File: src/rtl/trace_capture_ctrl.sv
// trace_capture_ctrl: trigger-qualified circular trace capture with post-trigger count and freeze
module trace_capture_ctrl #(
    parameter int TRIG_W  = 6,
    parameter int TRACE_W = 6,
    parameter int ADDR_W  = 6
) (
    input  logic               clk,
    input  logic               reset,
    input  logic               arm,
    input  logic               abort,
    input  logic               sample_en,
    input  logic               trigger_en,
    input  logic [TRIG_W-1:0]  trig_din,
    input  logic [TRIG_W-1:0]  trig_value,
    input  logic [TRIG_W-1:0]  trig_mask,
    input  logic [ADDR_W-1:0]  post_count,
    input  logic [TRACE_W-1:0] trace_din,
    output logic               buf_we,
    output logic [ADDR_W-1:0]  buf_waddr,
    output logic [TRACE_W-1:0] buf_wdata,
    output logic               armed,
    output logic               triggered,
    output logic               done,
    output logic [ADDR_W-1:0]  trig_addr,
    output logic               wrapped
);
    typedef enum logic [1:0] {IDLE, ARMED, POST, DONE} state_t;
    state_t state, state_n;
    logic [TRIG_W-1:0] value_l, mask_l;
    logic [ADDR_W-1:0] post_l, remaining, wptr;
    logic take, match, arm_go;
    assign take   = sample_en && !abort && (state == ARMED || state == POST);
    assign arm_go = arm && !abort && (state == IDLE || state == DONE);
    assign match  = trigger_en && (((trig_din ^ value_l) & mask_l) == '0);
    always_comb begin
        state_n = state;
        if (abort)
            state_n = IDLE;
        else if (arm_go)
            state_n = ARMED;
        else if (take && state == ARMED && match)
            state_n = (post_l == '0) ? DONE : POST;
        else if (take && state == POST && remaining == ADDR_W'(1))
            state_n = DONE;
    end
    always_ff @(posedge clk or posedge reset) begin
        if (reset) begin
            state     <= IDLE;
            value_l   <= '0;
            mask_l    <= '0;
            post_l    <= '0;
            remaining <= '0;
            wptr      <= '0;
            buf_we    <= 1'b0;
            buf_waddr <= '0;
            buf_wdata <= '0;
            trig_addr <= '0;
            wrapped   <= 1'b0;
        end else begin
            state  <= state_n;
            buf_we <= take;
            if (arm_go) begin
                value_l   <= trig_value;
                mask_l    <= trig_mask;
                post_l    <= post_count;
                wptr      <= '0;
                wrapped   <= 1'b0;
                trig_addr <= '0;
            end
            if (take) begin
                buf_waddr <= wptr;
                buf_wdata <= trace_din;
                wptr      <= wptr + 1'b1;
            end
            // only pre-trigger writes count toward wrapped; the trigger sample itself does not
            if (take && state == ARMED) begin
                if (match) begin
                    trig_addr <= wptr;
                    remaining <= post_l;
                end else if (&wptr) begin
                    wrapped <= 1'b1;
                end
            end
            if (take && state == POST)
                remaining <= remaining - 1'b1;
        end
    end
    assign armed     = (state == ARMED);
    assign triggered = (state == POST) || (state == DONE);
    assign done      = (state == DONE);
endmodule

File: config.mk
export PLATFORM = sky130hd
export DESIGN_NAME = trace_capture_ctrl
export DESIGN_NICKNAME = d
export VERILOG_FILES = /design/src/rtl/trace_capture_ctrl.sv
export SDC_FILE = /design/constraint.sdc
export NUM_CORES = 1
export LEC_CHECK = 0
export ABC_AREA = 1
export CORE_MARGIN = 5
export CORE_UTILIZATION = 45
export CTS_BUF_LIST = sky130_fd_sc_hd__clkbuf_8 sky130_fd_sc_hd__clkbuf_16
export CTS_CLUSTER_DIAMETER = 120
export DETAILED_ROUTE_END_ITERATION = 8
export HOLD_SLACK_MARGIN = 0.06
export PLACE_DENSITY = 0.75
export SLEW_MARGIN = 10
export SYNTH_ARGS = -nofsm -noshare
export SYNTH_HDL_FRONTEND = slang
export SYNTH_SLANG_ARGS = --single-unit
File: constraint.sdc
create_clock -name clk -period 1.6 [get_ports clk]
set_input_delay 0.32 -clock clk [delete_from_list [all_inputs] [get_ports clk]]
set_output_delay 0.32 -clock clk [all_outputs]
set_load 0.03 [all_outputs]
---- After elaboration in Yosys (flattened, before gate mapping) ----
Index checks and enable logic that the tools add are counted.
operators by class
  add/subtract/negate cells ............... 2
  equality and inequality tests ........... 4
  mux-type cells .......................... 17
  bitwise gates (word level) .............. 2
  reductions and logical operators ........ 22
operator list
  operator                                          count
  two-way mux 6 bit                                 8
  zero test 6 bit                                   2
  logical AND 1 bit                                 9
  two-way mux 2 bit                                 4
  adder 6 x 1 -> 6 bit, second input constant       1
  AND 6 bit                                         1
  == test 6 x 1 -> 1 bit, second input constant     1
  AND reduction 6 bit                               1
  nonzero test 2 bit                                3
  subtractor 6 x 1 -> 6 bit, second input constant  1
  bitwise XOR 6 bit                                 1
  two-way mux 1 bit                                 5
  == test 2 bit, second input constant              2
  nonzero test 4 bit                                1
  logical OR 1 bit                                  3
  == test 2 x 1 -> 1 bit, second input constant     1
  zero test 2 bit                                   1
  AND reduction 2 bit                               1
  zero test 1 bit                                   1
storage, ports and cells
  bits in registers ....................... 52
  word-level logic and storage cells ...... 58

---- Depth between registers and ports, before layout ----
Gate-level depths: netlist of the first run.
  word-level depth ........................ 9
  depth in mapped cells ................... 10
  gate-level depth less buffers ........... 10

---- Worst setup path after synthesis of the first run ----
OpenSTA, ideal clock, no wires.
  kind .................................... reg-to-reg
  start ................................... register state[1]
  end ..................................... register trig_addr[4]
  library setup time ...................... 0.123 ns
  arrival time ............................ 1.429 ns
  setup slack ............................. 0.048 ns
  stages on the path, launching flop included .. 9
  buffers on the path ..................... 1
  clock period less this slack ............ 1.552 ns
  cells stage by stage .................... dfrtp_1 -> inv_1 -> ha_1 -> nand3_1 -> inv_1 -> nand3_2 -> buf_2 -> nand3_1 -> o21ai_1
between the ends
  elaborated cells between the ends (all ways) .. 12
RTL lines
  item                        line  source
  start: declaration          28    state_t state, state_n;
  start signal: assignment    60    state <= state_n;
  == test 2 x 1 -> 1 bit (*)  -
  via armed                   21    output logic armed,
  logical OR 1 bit            32    assign take = sample_en && !abort && (state == ARMED || state == POST);
  logical AND 1 bit           32
  logical AND 1 bit (*)       76    if (take && state == ARMED) begin
  two-way mux 6 bit (*)       76
  end signal: assignment      78    trig_addr <= wptr;
  end: declaration            24    output logic [ADDR_W-1:0] trig_addr,
Mark *: on every way through the listed nets, which the timed path passes. The rest lies on a longest branch.
A chain may end at the register's enable or synchronous reset.

---- Worst setup path after layout of the first run ----
  start ................................... register state[1]
  end ..................................... output port triggered
between the ends
  longest elaborated chain between the ends .. 2
  elaborated cells between the ends (all ways) .. 3
ends and longest elaborated chain
  item                  line  source
  == test 2 bit         89    assign triggered = (state == POST) || (state == DONE);
  logical OR 1 bit (*)  89
  end: declaration      22    output logic triggered,
Every way passes the cells marked *; elsewhere a longest branch is shown, timed or not.

==> results of run 1 <==
[stage by stage]
step,power [mW],setup TNS (ps),cell area [sq um]
2_1_floorplan,2.43,0,2470
3_3_place_gp,2.82,-1810,3270
3_5_place_dp,2.86,-2310,3270
4_1_cts,3.58,-40.6,3370
5_1_grt,3.81,-325,3430
6_report,3.56,-44.7,3430
[area by class of cell]
cell class	instances	area, sq um	share of cell area (%)
flip-flops and latches	52	1300	38.0
multi-input cells	207	1040	30.3
repair buffers	83	771	22.5
inverters	34	135	3.94
well taps	72	90.1	2.63
clock buffers	5	68.8	2.01
clock inverters	3	22.5	0.657
[worst min path at each step]
stage,startpoint,endpoint
detailed placement,mask_l[4]$_DFFE_PP0P_,mask_l[4]$_DFFE_PP0P_
floorplan,trace_din[0],buf_wdata[0]$_DFFE_PP0P_
finish,reset,wptr[0]$_DFFE_PP0P_
CTS,reset,wptr[0]$_DFFE_PP0P_
global placement,mask_l[5]$_DFFE_PP0P_,mask_l[5]$_DFFE_PP0P_
global route,reset,buf_wdata[1]$_DFFE_PP0P_
[synthesized netlist by cell type, types with 2 or more instances]
cell / count / area [sq um]
nand2_1: 120 / 450
dfrtp_1: 52 / 1300
inv_1: 31 / 116
nand3_1: 19 / 95.1
nor2_1: 16 / 60.1
o21ai_0: 16 / 80.1
o21ai_1: 8 / 40.0
ha_1: 6 / 75.1
clkbuf_1: 4 / 15.0
o21ai_2: 4 / 35.0
inv_2: 3 / 11.3
nor2_2: 3 / 18.8
buf_2: 2 / 10.0
buf_4: 2 / 15.0
nand4_1: 2 / 12.5
[kinds of logic (layout without fill, tap and decap cells)]
kind of cell             Yosys count  count (layout)  synth area share, %
AO/OA/AOI/OAI                     33              33                 7.84
XOR/XNOR                           2               2                0.709
adder cells (fa/ha/maj)            6               6                 3.04
buffers and inverters             43             125                 7.24
flip-flops                        52              52                 52.6
AND/OR/NAND/NOR                  166             166                 28.5
[power by group]
part / switching (mW) / total, mW / internal [mW]
Combinational: 0.618 / 1.07 / 0.448
Sequential: 0.162 / 1.73 / 1.57
Clock: 0.451 / 0.765 / 0.314
[registers in the layout (all words and copies together) (netlist names)]
| signal | flops |
|---|---|
| trig_addr | 6 |
| wptr | 6 |
| wrapped | 1 |
| state | 2 |
| post_l | 6 |
| buf_waddr | 6 |
| value_l | 6 |
| mask_l | 6 |
| buf_wdata | 6 |
| buf_we | 1 |
| remaining | 6 |
[layer usage]
metal	GRT usage [%]	part of all wire (%)
met2	27.1	51
met3	2.86	4.3
met1	19.3	44
met4	3.95	0.71
met5	0	0
[what timing repair did]
item	4_1_cts	5_1_grt
resized for setup	41	15
pin swaps	3	7
buffers inserted	1	2
endpoints found under the hold margin	0	0
endpoints found under the setup margin	33	30
gates cloned	0	0
[worst register-to-register path: stages, from the launching register on]
cell,delay (ps)
dfrtp_1,430
inv_2,90
ha_4,200
nand3b_4,190
nor2_8,130
buf_6,130
nand4_1,130
nand3_1,120
nand2_1,50
inv_1,50
==> reports/metrics.csv, run 1 <==
metric,value,unit
antenna_found_initial,0,
worstSetupStartpoint,state[1]$_DFFE_PP0P_,
firstDrtPassIters,4,
htree_num_levels,2,
grt_pass1_vias,2071,
seq_area_frac_synth,52.6,%
grt.total_usage,15.3,%
cp_cell_sequence,ha_2 -> or2_4 -> buf_6,
grt_remaining_overflow,0,
critPathKind,flip-flop to output pin,
layout.cells.non_filler,456,
wl,5350,microns
clk_latency,310,ps
worstSetupEndpoint,triggered,
worst_pin_slew,327,ps
chipHeight,84.1,microns
crit_cells,3,
portBuffers,58,
post_drt_wl_per_cell,11.7,microns
nets,425,
async_flop_share,100,%
violations,setup timing,
synth-edff-count,0,
diodes,0,
slew_headroom,78.3,%
final_common_cell,nand2_1,
outcome,"complete, but fails checks",
cts_hold_buf,0,
ir_worst_vdd,0.615,mV
rows,27,
ys.flop_type,dfrtp_1,
slowest_delay,450,ps
hpwl,4010,microns
floorplan.die.width,84.1,microns
power_leakage,1.81,nW
coreArea,5440,sq um
dieArea,7080,sq um
timing.final.ws_setup,-44.7,ps
cts_sinks,52,
min_path_type,input port to asynchronous set/reset pin,
syn_inst,302,
crit_slowest_cell,dfrtp_2,
crit_required,1280,ps
synth.ff_latch_count,52,
cts_tree,built,
vias_per_cell,4.74,
skew,12.8,ps
arrival,1320,ps
startpoint_type,flip-flop,
clk_pin_slew,110,ps
worstReg2RegEnd,state[1]$_DFFE_PP0P_,
fill_cells,499,
initial_core_util,45.5,%
dp.cells,445,
dr_total_vias,2161,
ant_nets,0,
worstPathMaxFanout,3,
synth_nets,344,
critPathTopFamily,flip-flops,
pin_count,59,
grt_max_degree,53,
final_hold_viol_count,0,
post-route-period-util,103,%
cp_num_buf_inv,1,
place_ws,-229,ps
powerDensity,1040,nW/um^2
cts_buffer_depth,2,
numCtsBuffers,5,
yosysWarnings,0,
setup_viol,1,
area_growth,38.7,%
r2r_start,state[0]$_DFFE_PP0P_,
final_util,63.0,%
worst_hold_slack,361,ps
drc,0,
r2r_cells,9,
avgSynthCellArea,8.19,sq um
period_minus_slack,1640,ps
maxCapViolCount,0,
max_freq,608,MHz
drtIter0Drc,78,
place_congestion,0.834,
endpoint_kind,output pin,
grt_pass1_wl,9000,microns
ff2ff_setup_slack,10,ps
drive_gt1_share,15.9,%
syn-cell-area,2470,sq um
drv_slew,0,
ys_types,29,
final_cell_mix,"nand2_1, dfrtp_1, clkdlybuf4s50_1",
cts_root_buf,clkbuf_8,
rsz0062_at_grt,true,
Note: power is estimated with default switching activity, not from simulation.
==> inputs of run 2 (changes only) <==
--- a/config.mk
+++ b/config.mk
@@ -13,7 +13,7 @@
 export DETAILED_ROUTE_END_ITERATION = 8
 export HOLD_SLACK_MARGIN = 0.06
 export PLACE_DENSITY = 0.75
-export SLEW_MARGIN = 10
+export SLEW_MARGIN = 0
 export SYNTH_ARGS = -nofsm -noshare
 export SYNTH_HDL_FRONTEND = slang
 export SYNTH_SLANG_ARGS = --single-unit
==> results of run 2 <==
No change in the layout: final DEF, timing and power equal those of run 1.
